$ cat src/rtl/addsub_nibble_serial_if.sv
// Operand/result handshake bundle for the nibble-serial add/sub unit.
// The slave modport is the unit; the master is the controller/consumer side.
interface addsub_nibble_serial_if #(parameter int NIBBLES = 4);
  logic                 in_valid;
  logic                 in_ready;
  logic [4*NIBBLES-1:0] a;
  logic [4*NIBBLES-1:0] b;
  logic                 sign;
  logic                 out_valid;
  logic                 out_ready;
  logic [4*NIBBLES:0]   s;
  logic                 ovf;
  logic                 zero;

  modport slave (
    input  in_valid, a, b, sign, out_ready,
    output in_ready, out_valid, s, ovf, zero
  );

  modport master (
    output in_valid, a, b, sign, out_ready,
    input  in_ready, out_valid, s, ovf, zero
  );
endinterface

$ cat src/rtl/addsub_nibble_serial.sv
// Nibble-serial W-bit add/subtract: one 4-bit slice, one nibble per clock, registered carry.
// Result appears NIBBLES cycles after accept and is held on out_valid until out_ready.
module addsub_nibble_serial #(
  parameter int NIBBLES = 4
) (
  input  logic                   clk,
  input  logic                   rst,
  addsub_nibble_serial_if.slave  io
);
  localparam int W  = 4 * NIBBLES;
  localparam int KW = (NIBBLES > 1) ? $clog2(NIBBLES) : 1;
  localparam logic [KW-1:0] K_LAST = KW'(NIBBLES - 1);

  typedef enum logic [1:0] {IDLE, RUN, DONE} state_t;

  state_t         state_q, state_d;
  logic [KW-1:0]  k_q, k_d;
  logic           carry_q, carry_d;
  logic [W-1:0]   a_q, a_d;
  logic [W-1:0]   b_q, b_d;
  logic           sign_q, sign_d;
  logic [W:0]     s_q, s_d;
  logic           ovf_q, ovf_d;
  logic           zero_q, zero_d;
  logic           out_valid_q, out_valid_d;

  logic [KW+1:0]  idx;
  logic [3:0]     a_nib;
  logic [3:0]     b_nib;
  logic [4:0]     sum;
  logic [3:0]     low3;

  always_comb begin
    idx   = {k_q, 2'b00};
    a_nib = a_q[idx +: 4];
    b_nib = b_q[idx +: 4] ^ {4{sign_q}};
    sum   = {1'b0, a_nib} + {1'b0, b_nib} + {4'b0000, carry_q};
    // bit 3 here is the carry into the nibble's top bit, needed for overflow
    low3  = {1'b0, a_nib[2:0]} + {1'b0, b_nib[2:0]} + {3'b000, carry_q};

    state_d     = state_q;
    k_d         = k_q;
    carry_d     = carry_q;
    a_d         = a_q;
    b_d         = b_q;
    sign_d      = sign_q;
    s_d         = s_q;
    ovf_d       = ovf_q;
    zero_d      = zero_q;
    out_valid_d = out_valid_q;

    case (state_q)
      IDLE: begin
        if (io.in_valid) begin
          a_d     = io.a;
          b_d     = io.b;
          sign_d  = io.sign;
          carry_d = io.sign;
          k_d     = '0;
          state_d = RUN;
        end
      end
      RUN: begin
        s_d[idx +: 4] = sum[3:0];
        carry_d       = sum[4];
        if (k_q == K_LAST) begin
          s_d[W]      = sum[4];
          ovf_d       = low3[3] ^ sum[4];
          zero_d      = (s_d[W-1:0] == '0);
          out_valid_d = 1'b1;
          state_d     = DONE;
        end else begin
          k_d = k_q + KW'(1);
        end
      end
      DONE: begin
        if (io.out_ready) begin
          out_valid_d = 1'b0;
          state_d     = IDLE;
        end
      end
      default: begin
        state_d     = IDLE;
        out_valid_d = 1'b0;
      end
    endcase
  end

  always_ff @(posedge clk or posedge rst) begin
    if (rst) begin
      state_q     <= IDLE;
      k_q         <= '0;
      carry_q     <= 1'b0;
      a_q         <= '0;
      b_q         <= '0;
      sign_q      <= 1'b0;
      s_q         <= '0;
      ovf_q       <= 1'b0;
      zero_q      <= 1'b0;
      out_valid_q <= 1'b0;
    end else begin
      state_q     <= state_d;
      k_q         <= k_d;
      carry_q     <= carry_d;
      a_q         <= a_d;
      b_q         <= b_d;
      sign_q      <= sign_d;
      s_q         <= s_d;
      ovf_q       <= ovf_d;
      zero_q      <= zero_d;
      out_valid_q <= out_valid_d;
    end
  end

  assign io.in_ready  = (state_q == IDLE);
  assign io.out_valid = out_valid_q;
  assign io.s         = s_q;
  assign io.ovf       = ovf_q;
  assign io.zero      = zero_q;
endmodule

$ cat src/flat_wrapper.sv
// flat-port wrapper written by rule: the top's interface ports become plain ports
module addsub_nibble_serial_flat 
#(
  parameter int NIBBLES = 4
)
  (clk, rst, io_in_valid, io_a, io_b, io_sign, io_out_ready, io_in_ready, io_out_valid, io_s, io_ovf, io_zero);
  addsub_nibble_serial_if #(.NIBBLES(NIBBLES)) io_i ();
  input  logic clk;
  input  logic rst;
  input wire logic [$bits(io_i.in_valid)-1:0] io_in_valid;
  input wire logic [$bits(io_i.a)-1:0] io_a;
  input wire logic [$bits(io_i.b)-1:0] io_b;
  input wire logic [$bits(io_i.sign)-1:0] io_sign;
  input wire logic [$bits(io_i.out_ready)-1:0] io_out_ready;
  output wire logic [$bits(io_i.in_ready)-1:0] io_in_ready;
  output wire logic [$bits(io_i.out_valid)-1:0] io_out_valid;
  output wire logic [$bits(io_i.s)-1:0] io_s;
  output wire logic [$bits(io_i.ovf)-1:0] io_ovf;
  output wire logic [$bits(io_i.zero)-1:0] io_zero;
  assign io_i.in_valid = io_in_valid;
  assign io_i.a = io_a;
  assign io_i.b = io_b;
  assign io_i.sign = io_sign;
  assign io_i.out_ready = io_out_ready;
  assign io_in_ready = io_i.in_ready;
  assign io_out_valid = io_i.out_valid;
  assign io_s = io_i.s;
  assign io_ovf = io_i.ovf;
  assign io_zero = io_i.zero;
  addsub_nibble_serial #(.NIBBLES(NIBBLES)) u_core (.clk(clk), .rst(rst), .io(io_i));
endmodule
$ cat config.mk
export PLATFORM = sky130hd
export DESIGN_NAME = addsub_nibble_serial_flat
export DESIGN_NICKNAME = d
export VERILOG_FILES = /design/src/rtl/addsub_nibble_serial_if.sv /design/src/rtl/addsub_nibble_serial.sv /design/src/flat_wrapper.sv
export SDC_FILE = /design/constraint.sdc
export NUM_CORES = 1
export LEC_CHECK = 0
export BUFFER_PORTS_ARGS = -buffer_cell sky130_fd_sc_hd__buf_2
export CORE_ASPECT_RATIO = 0.75
export CORE_MARGIN = 2
export CORE_UTILIZATION = 45
export CTS_CLUSTER_DIAMETER = 50
export DETAILED_ROUTE_END_ITERATION = 6
export HOLD_SLACK_MARGIN = 0.02
export PLACE_DENSITY = 0.78
export REMOVE_ABC_BUFFERS = 1
export SYNTH_ARGS = -nofsm -noshare
export SYNTH_HDL_FRONTEND = slang
export SYNTH_SLANG_ARGS = --single-unit
$ cat constraint.sdc
create_clock -name clk -period 9.7 [get_ports clk]
set_input_delay 0 -clock clk [delete_from_list [all_inputs] [get_ports clk]]
set_output_delay 0 -clock clk [all_outputs]
set_load 0.05 [all_outputs]
==> results.toml, run 1 <==
[final_layout]
area_delta_synth_final_pct = 29.2
final_nets = 383
fillers = 524
drive_gt1_frac = 0.313
n_antenna_cell = 0

[floorplan]
die_area_sq_mm = 0.00736
die_h_um = 74.8
num_rows = 25
core_area_sq_mm = 0.00638
start_util = 0.471
die_w_um = 98.4
num_io_pins = 58

[logic_synthesis]
synth_edf_count = 0
async_flop_share = 1.00
yosysTopAreaCell = "dfrtp_1"
synth_area_sq_mm = 0.00301
synth_compound_area_frac = 0.103
synth-seq-cells = 58
ys_types = 46
synthSimpleGateAreaFrac = 0.0990
syn_inst = 241
synth_xor_area_frac = 0.0175
synth_most_common_cell = "dfrtp_1"
avgSynthCellArea_sq_um = 12.5
yosys.area_share.adder = 0.0549
synth_top_family_by_area = "multiplexers"
netlist_top_cells_area = "dfrtp_1 (48%), mux2_1 (7.5%), mux4_2 (6.0%)"
synthFlopType = "dfrtp_1"
synth_mux_area_frac = 0.207
synth_common_cells = "dfrtp_1 (58), nand2_1 (26), mux2_1 (20)"
yosysWarnings = 0
synth_top_area_share = 0.483
synth-seq-area-share = 0.483

[routing]
antenna_left = 0
drtPass1Iterations = 4
drc = 0
post_drt_wl_per_cell_um = 15.6
finalWirelength_mm = 6.54
drtIter0Drc = 105
route.vias.total = 2217
vias_per_cell = 5.28

[timing]
hold_violations = 0
fmax_ghz = 0.273
relSlewSlack = 0.416
setup_viol = 0
fin_skew_ns = 0.00672
fin_crit_sh = 0.378
hold_ws_ns = 0.0359
tightest_slew_ns = 0.877
finalMaxSlewViolations = 0
finalCriticalPeriod_ns = 3.67
tns_ns = 0
rsz0062_at_grt = "no"

[worst_setup_path]
startpoint = "u_core.k_q[0]"
critPathArrivalTime_ns = 3.91
worstReg2RegEnd = "u_core.io.zero"
r2r_cells = 7
regToRegStartpoint = "u_core.k_q[0]"
end_kind = "register"
cp.required_ns = 9.94
worstSetupStartpointType = "register"
crit_path_max_incr_delay_ns = 0.85
rrSetupSlack_ns = 6.03
cp_common_cell = "fa_1"
cp-endpoint = "u_core.io.zero"
crit_chain = "mux4_2, xnor2_1, fa_1, fa_1, xor2_1, a311oi_1, o41ai_2"
crit_slowest_cell = "dfrtp_1"
criticalPathCategory = "reg -> reg"
cp_max_fo = 18

[global_routing]
grt_max_degree = 59
track_usage = 0.195
grt_pass1_wl_mm = 10.9
overflow = 0
grt_pass1_vias = 2274
antenna_found_initial = 0

[placed_design]
hpwlAfterDp_mm = 4.30
port_buffers = 57
place_congestion = 0.906

[cts]
clock_latency_ns = 0.35
clk_pin_slew_ns = 0.07
cts_root_buf = "clkbuf_8"
cts_setup_buffers = 0
clockBufferDepth = 2
cts_inserted_buffers = 9
post_cts_resized = 0
cts.sinks = 58
h-tree-depth = 3
cts_tree = "built"

[job]
drv_cap = 0

[run_status]
status = "finished clean"

[min_path]
hp-class = "in -> reg"
-- cell families after synthesis --
logic type,after synthesis
AND/OR/NAND/NOR,59
flip-flops,58
multiplexers,44
AO/OA/AOI/OAI,41
buffers and inverters,21
adder cells (fa/ha/maj),12
XOR/XNOR,6
-- sequential cells by signal, summed over array words and instances, names as in the netlist --
signal               flops
u_core.sign_q            1
u_core.a_q              16
u_core.io.out_valid      1
u_core.k_q               2
u_core.carry_q           1
u_core.io.s             17
u_core.io.ovf            1
u_core.b_q              16
u_core.state_q           2
u_core.io.zero           1
-- worst min-delay path by stage --
| stage | start | endpoint | slack [ns] | depth (start not counted) |
|---|---|---|---|---|
| 4_1_cts | io_in_valid | u_core.carry_q | 0.02 | 4 |
| 6_report | io_in_valid | u_core.carry_q | 0.04 | 4 |
| 2_1_floorplan | io_a[10] | u_core.a_q[10] | 0.13 | 1 |
| 3_3_place_gp | io_b[5] | u_core.b_q[5] | 0.21 | 2 |
| 5_1_grt | io_in_valid | u_core.carry_q | 0.04 | 4 |
| 3_5_place_dp | io_b[6] | u_core.b_q[6] | 0.22 | 2 |
-- layer usage --
| metal | global-route usage | vias up | part of all wire |
|---|---|---|---|
| li1 | - | 1051 | - |
| met1 | 0.228 | 1086 | 0.44 |
| met2 | 0.340 | 69 | 0.49 |
| met3 | 0.0678 | 11 | 0.056 |
| met4 | 0.0715 | 0 | 0.016 |
| met5 | 0 | - | 0 |
-- per-stage QoR --
step                 util  setup slack, ns  instances  area (sq um)
floorplan               -             6.56        230          2940
global placement    0.522             6.18        369          3330
detailed placement  0.522             6.04        369          3330
CTS                 0.609             5.98        420          3880
global route        0.609             5.85        420          3880
finish              0.609             6.03        420          3880
-- layout make-up --
type	count	area, sq um	share of cell area
Multi-Input combinational cell	162	1450	0.373
Inverter	10	37.5	0.00966
Timing Repair Buffer	93	643	0.166
Clock inverter	6	66.3	0.0171
Tap cell	81	101	0.0261
Clock buffer	10	138	0.0354
Sequential cell	58	1450	0.374
-- worst max-delay path: cells and delay by family (launching register included) --
family | cells | cell delay [ns]
xor+xnor | 2 | 0.66
fa+ha+maj | 2 | 0.87
mux | 1 | 0.61
flops | 1 | 0.85
compound gates | 2 | 0.57
-- what timing repair did --
| action | CTS | global route |
|---|---|---|
| hold buffers | 35 | 0 |
| endpoints found under the hold margin | 94 | 0 |
| setup endpoints to repair | 0 | 0 |
-- cells in the final DEF (no fill, tap or decap), types with 3 or more instances in the layout --
| master | n |
|---|---|
| clkinvlp_4 | 3 |
| a22o_1 | 7 |
| o21ai_0 | 9 |
| mux2_1 | 20 |
| o21ai_1 | 3 |
| xor2_1 | 4 |
| dlygate4sd3_1 | 35 |
| nor2_1 | 10 |
| mux4_2 | 8 |
| o31ai_1 | 6 |
| inv_1 | 8 |
| clkbuf_8 | 10 |
| nand2_1 | 26 |
| mux2_2 | 5 |
| buf_2 | 57 |
| dfrtp_1 | 58 |
| ha_1 | 10 |
| nor2b_1 | 4 |
| mux2_4 | 10 |
Power of run 1 is left out: the tool's default activity adds up to more than one toggle a clock period on the data nets, which glitch-free logic cannot reach.
==> run 2, diff against run 1 <==
--- a/config.mk
+++ b/config.mk
@@ -5,6 +5,7 @@
 export SDC_FILE = /design/constraint.sdc
 export NUM_CORES = 1
 export LEC_CHECK = 0
+export ABC_AREA = 1
 export BUFFER_PORTS_ARGS = -buffer_cell sky130_fd_sc_hd__buf_2
 export CORE_ASPECT_RATIO = 0.75
 export CORE_MARGIN = 2
@@ -12,7 +13,7 @@
 export CTS_CLUSTER_DIAMETER = 50
 export DETAILED_ROUTE_END_ITERATION = 6
 export HOLD_SLACK_MARGIN = 0.02
-export PLACE_DENSITY = 0.78
+export PLACE_DENSITY = 0.8
 export REMOVE_ABC_BUFFERS = 1
 export SYNTH_ARGS = -nofsm -noshare
 export SYNTH_HDL_FRONTEND = slang
==> constraint.sdc (replaced) <==
create_clock -name clk -period 2.9 [get_ports clk]
set_input_delay 0 -clock clk [delete_from_list [all_inputs] [get_ports clk]]
set_output_delay 0 -clock clk [all_outputs]
set_load 0.05 [all_outputs]
==> results.toml, run 2 <==
[logic_synthesis]
yosysWarnings = 0
synth_top_family_by_area = "simple AND/OR/NAND/NOR gates"
synthSimpleGateAreaFrac = 0.267
avgSynthCellArea_sq_um = 7.74
netlist_top_cells_area = "dfrtp_1 (47%), nand2_1 (18%), inv_1 (4.5%)"
synth_common_cells = "nand2_1 (147), dfrtp_1 (58), inv_1 (37)"
synth_most_common_cell = "nand2_1"
synth_mux_area_frac = 0
syn_inst = 402
synth_top_area_share = 0.466
synth_xor_area_frac = 0.0141
synth_area_sq_mm = 0.00311
ys_types = 31
yosysTopAreaCell = "dfrtp_1"
async_flop_share = 1.00
synth-seq-area-share = 0.466
synthFlopType = "dfrtp_1"
yosys.area_share.adder = 0.0531
synth_edf_count = 0
synth_compound_area_frac = 0.120
synth-seq-cells = 58

[power]
power_density_mw_per_mm2 = 1330
p_comb_frac = 0.621
seq_power_share = 0.263
pwr-share-clk = 0.116
peakVddDrop_mv = 0.583
intPower_uw = 2610
p_leak_uw = 0.00216
p_sw_frac = 0.517
p_switching_uw = 2800

[run_status]
status = "finished clean"

[timing]
finalMaxSlewViolations = 0
fin_crit_sh = 0.920
fin_skew_ns = 0.00536
rsz0062_at_grt = "no"
relSlewSlack = 0.608
fmax_ghz = 0.375
setup_ws_ns = 0.232
hold_ws_ns = 0.244
tightest_slew_ns = 0.588
setup_viol = 0
finalCriticalPeriod_ns = 2.67
hold_violations = 0

[routing]
drtIter0Drc = 167
antenna_left = 0
vias_per_cell = 4.94
route.vias.total = 2927
post_drt_wl_per_cell_um = 13.0
drc = 0
drtPass1Iterations = 6
finalWirelength_mm = 7.71

[worst_setup_path]
critPathArrivalTime_ns = 2.90
critical-path-top-delay-family = "simple AND/OR/NAND/NOR gates"
worstSetupStartpointType = "register"
crit_chain = "buf_4, nor2_1, o22ai_1, xor2_1, fa_2, fa_1, nand2_1, nand2_1, nor2_1, nand3_1, nand2_1, nor2_1, nand2_1, nor2_1, nand3_1, nand2_1"
cp.required_ns = 3.13
end_kind = "register"
crit_slowest_cell = "dfrtp_2"
worstReg2RegEnd = "u_core.io.zero"
regToRegStartpoint = "u_core.k_q[0]"
r2r_cells = 16
cp_max_fo = 4
crit_path_max_incr_delay_ns = 0.44
criticalPathCategory = "reg -> reg"
cp_common_cell = "nand2_1"
rrSetupSlack_ns = 0.23
cp_num_buf_inv = 1
cp_num_cells = 16

[floorplan]
die_h_um = 76.0
die_area_sq_mm = 0.00761
num_io_pins = 58
num_rows = 26
core_area_sq_mm = 0.00677
start_util = 0.460
die_w_um = 100

[global_routing]
grt_pass1_vias = 2798
use_met1 = 0.292
overflow = 0
use_met3 = 0.0532
grt_busiest_layer = "met2"
grt_pass1_wl_mm = 12.7
grtUsageMet2 = 0.323
grt_max_degree = 37
track_usage = 0.212
antenna_found_initial = 0

[final_layout]
largest_reg_flops = 17
final_nets = 553
fin_util = 0.600
drive_gt1_frac = 0.202
layout_common_cells = "nand2_1 (147), buf_2 (57), dfrtp_1 (56)"
stdcell_count = 593
fin_area_sq_mm = 0.00406
area_delta_synth_final_pct = 30.3
mostFrequentLayoutCell = "nand2_1"
n_antenna_cell = 0

[cts]
clockBufferDepth = 2
clk_pin_slew_ns = 0.06
cts.sinks = 58
cts_tree = "built"
cts_inserted_buffers = 9
cts_root_buf = "clkbuf_8"
h-tree-depth = 3
clock_latency_ns = 0.34

[min_path]
hp-class = "in -> async"

[placed_design]
post-place-ws_ns = 0.145
place_congestion = 0.981
postPlaceCellArea_sq_mm = 0.00348
dp_cells = 538
hpwlAfterDp_mm = 5.38
port_buffers = 57

[job]
drv_cap = 0
-- run 2: cell types whose count changed in the layout (fill, tap and decap cells not counted), sizes merged, moves of 11 or more --
cell,delta
nand3,+13
buf,+11
mux2,-35
o21ai,+28
inv,+31
nand2,+122
nor2,+28
-- run 2: cells by family (layout without fill, tap and decap cells) --
| family | Yosys count | after routing |
|---|---|---|
| AO/OA/AOI/OAI | 67 | 67 |
| XOR/XNOR | 5 | 5 |
| adder cells (fa/ha/maj) | 12 | 12 |
| buffers and inverters | 55 | 162 |
| flip-flops | 58 | 58 |
| AND/OR/NAND/NOR | 205 | 205 |
-- run 2: through the flow --
stage,total power [uW],TNS (ns)
detailed placement,4590,0
floorplan,3760,-0.183
global route,5920,0
finish,5410,0
CTS,5270,0
global placement,4510,0
-- run 2: power by group through the flow --
stage                     clock network, uW  logic, uW  registers [uW]
after floorplan                           0       2000            1760
after global placement                    0       3100            1410
after detailed placement                  0       3160            1420
after CTS                               642       3220            1410
after global routing                    686       3770            1460
final                                   628       3360            1420
-- run 2: tightest hold or removal path, stage by stage --
cell           delay [ns]
dlygate4sd3_1        0.54
buf_2                0.13
inv_2                0.36
-- run 2: worst max-delay path by stage --
stage	end	start	slack, ns
after global placement	u_core.io.zero	u_core.k_q[0]	0.23
final	u_core.io.zero	u_core.k_q[0]	0.23
after detailed placement	u_core.io.zero	u_core.k_q[0]	0.14
after floorplan	u_core.io.zero	u_core.k_q[0]	-0.18
after CTS	u_core.io.zero	u_core.k_q[0]	0.12
after global routing	u_core.io.zero	u_core.k_q[0]	0.01
-- run 2: area by class of cell --
cell class / count / area [sq um]
repair buffers: 105 / 739
clock inverters: 3 / 15.0
inverters: 41 / 159
flip-flops and latches: 58 / 1450
well taps: 84 / 105
multi-input cells: 289 / 1440
clock buffers: 13 / 149
fillers: 605 / 2710
-- run 2: routing by layer --
layer	vias up	share of wire
met5	-	0
met4	0	0.017
met3	15	0.061
met2	101	0.44
met1	1330	0.48
li1	1481	-
-- run 2: what timing repair did --
| item | in CTS | in global routing |
|---|---|---|
| buffers inserted | 0 | 3 |
| hold buffers | 36 | 0 |
| endpoints found under the hold margin | 58 | 0 |
| endpoints found under the setup margin | 0 | 1 |
| resized for setup | 0 | 13 |
No activity file was read; power rests on OpenSTA's default activity.
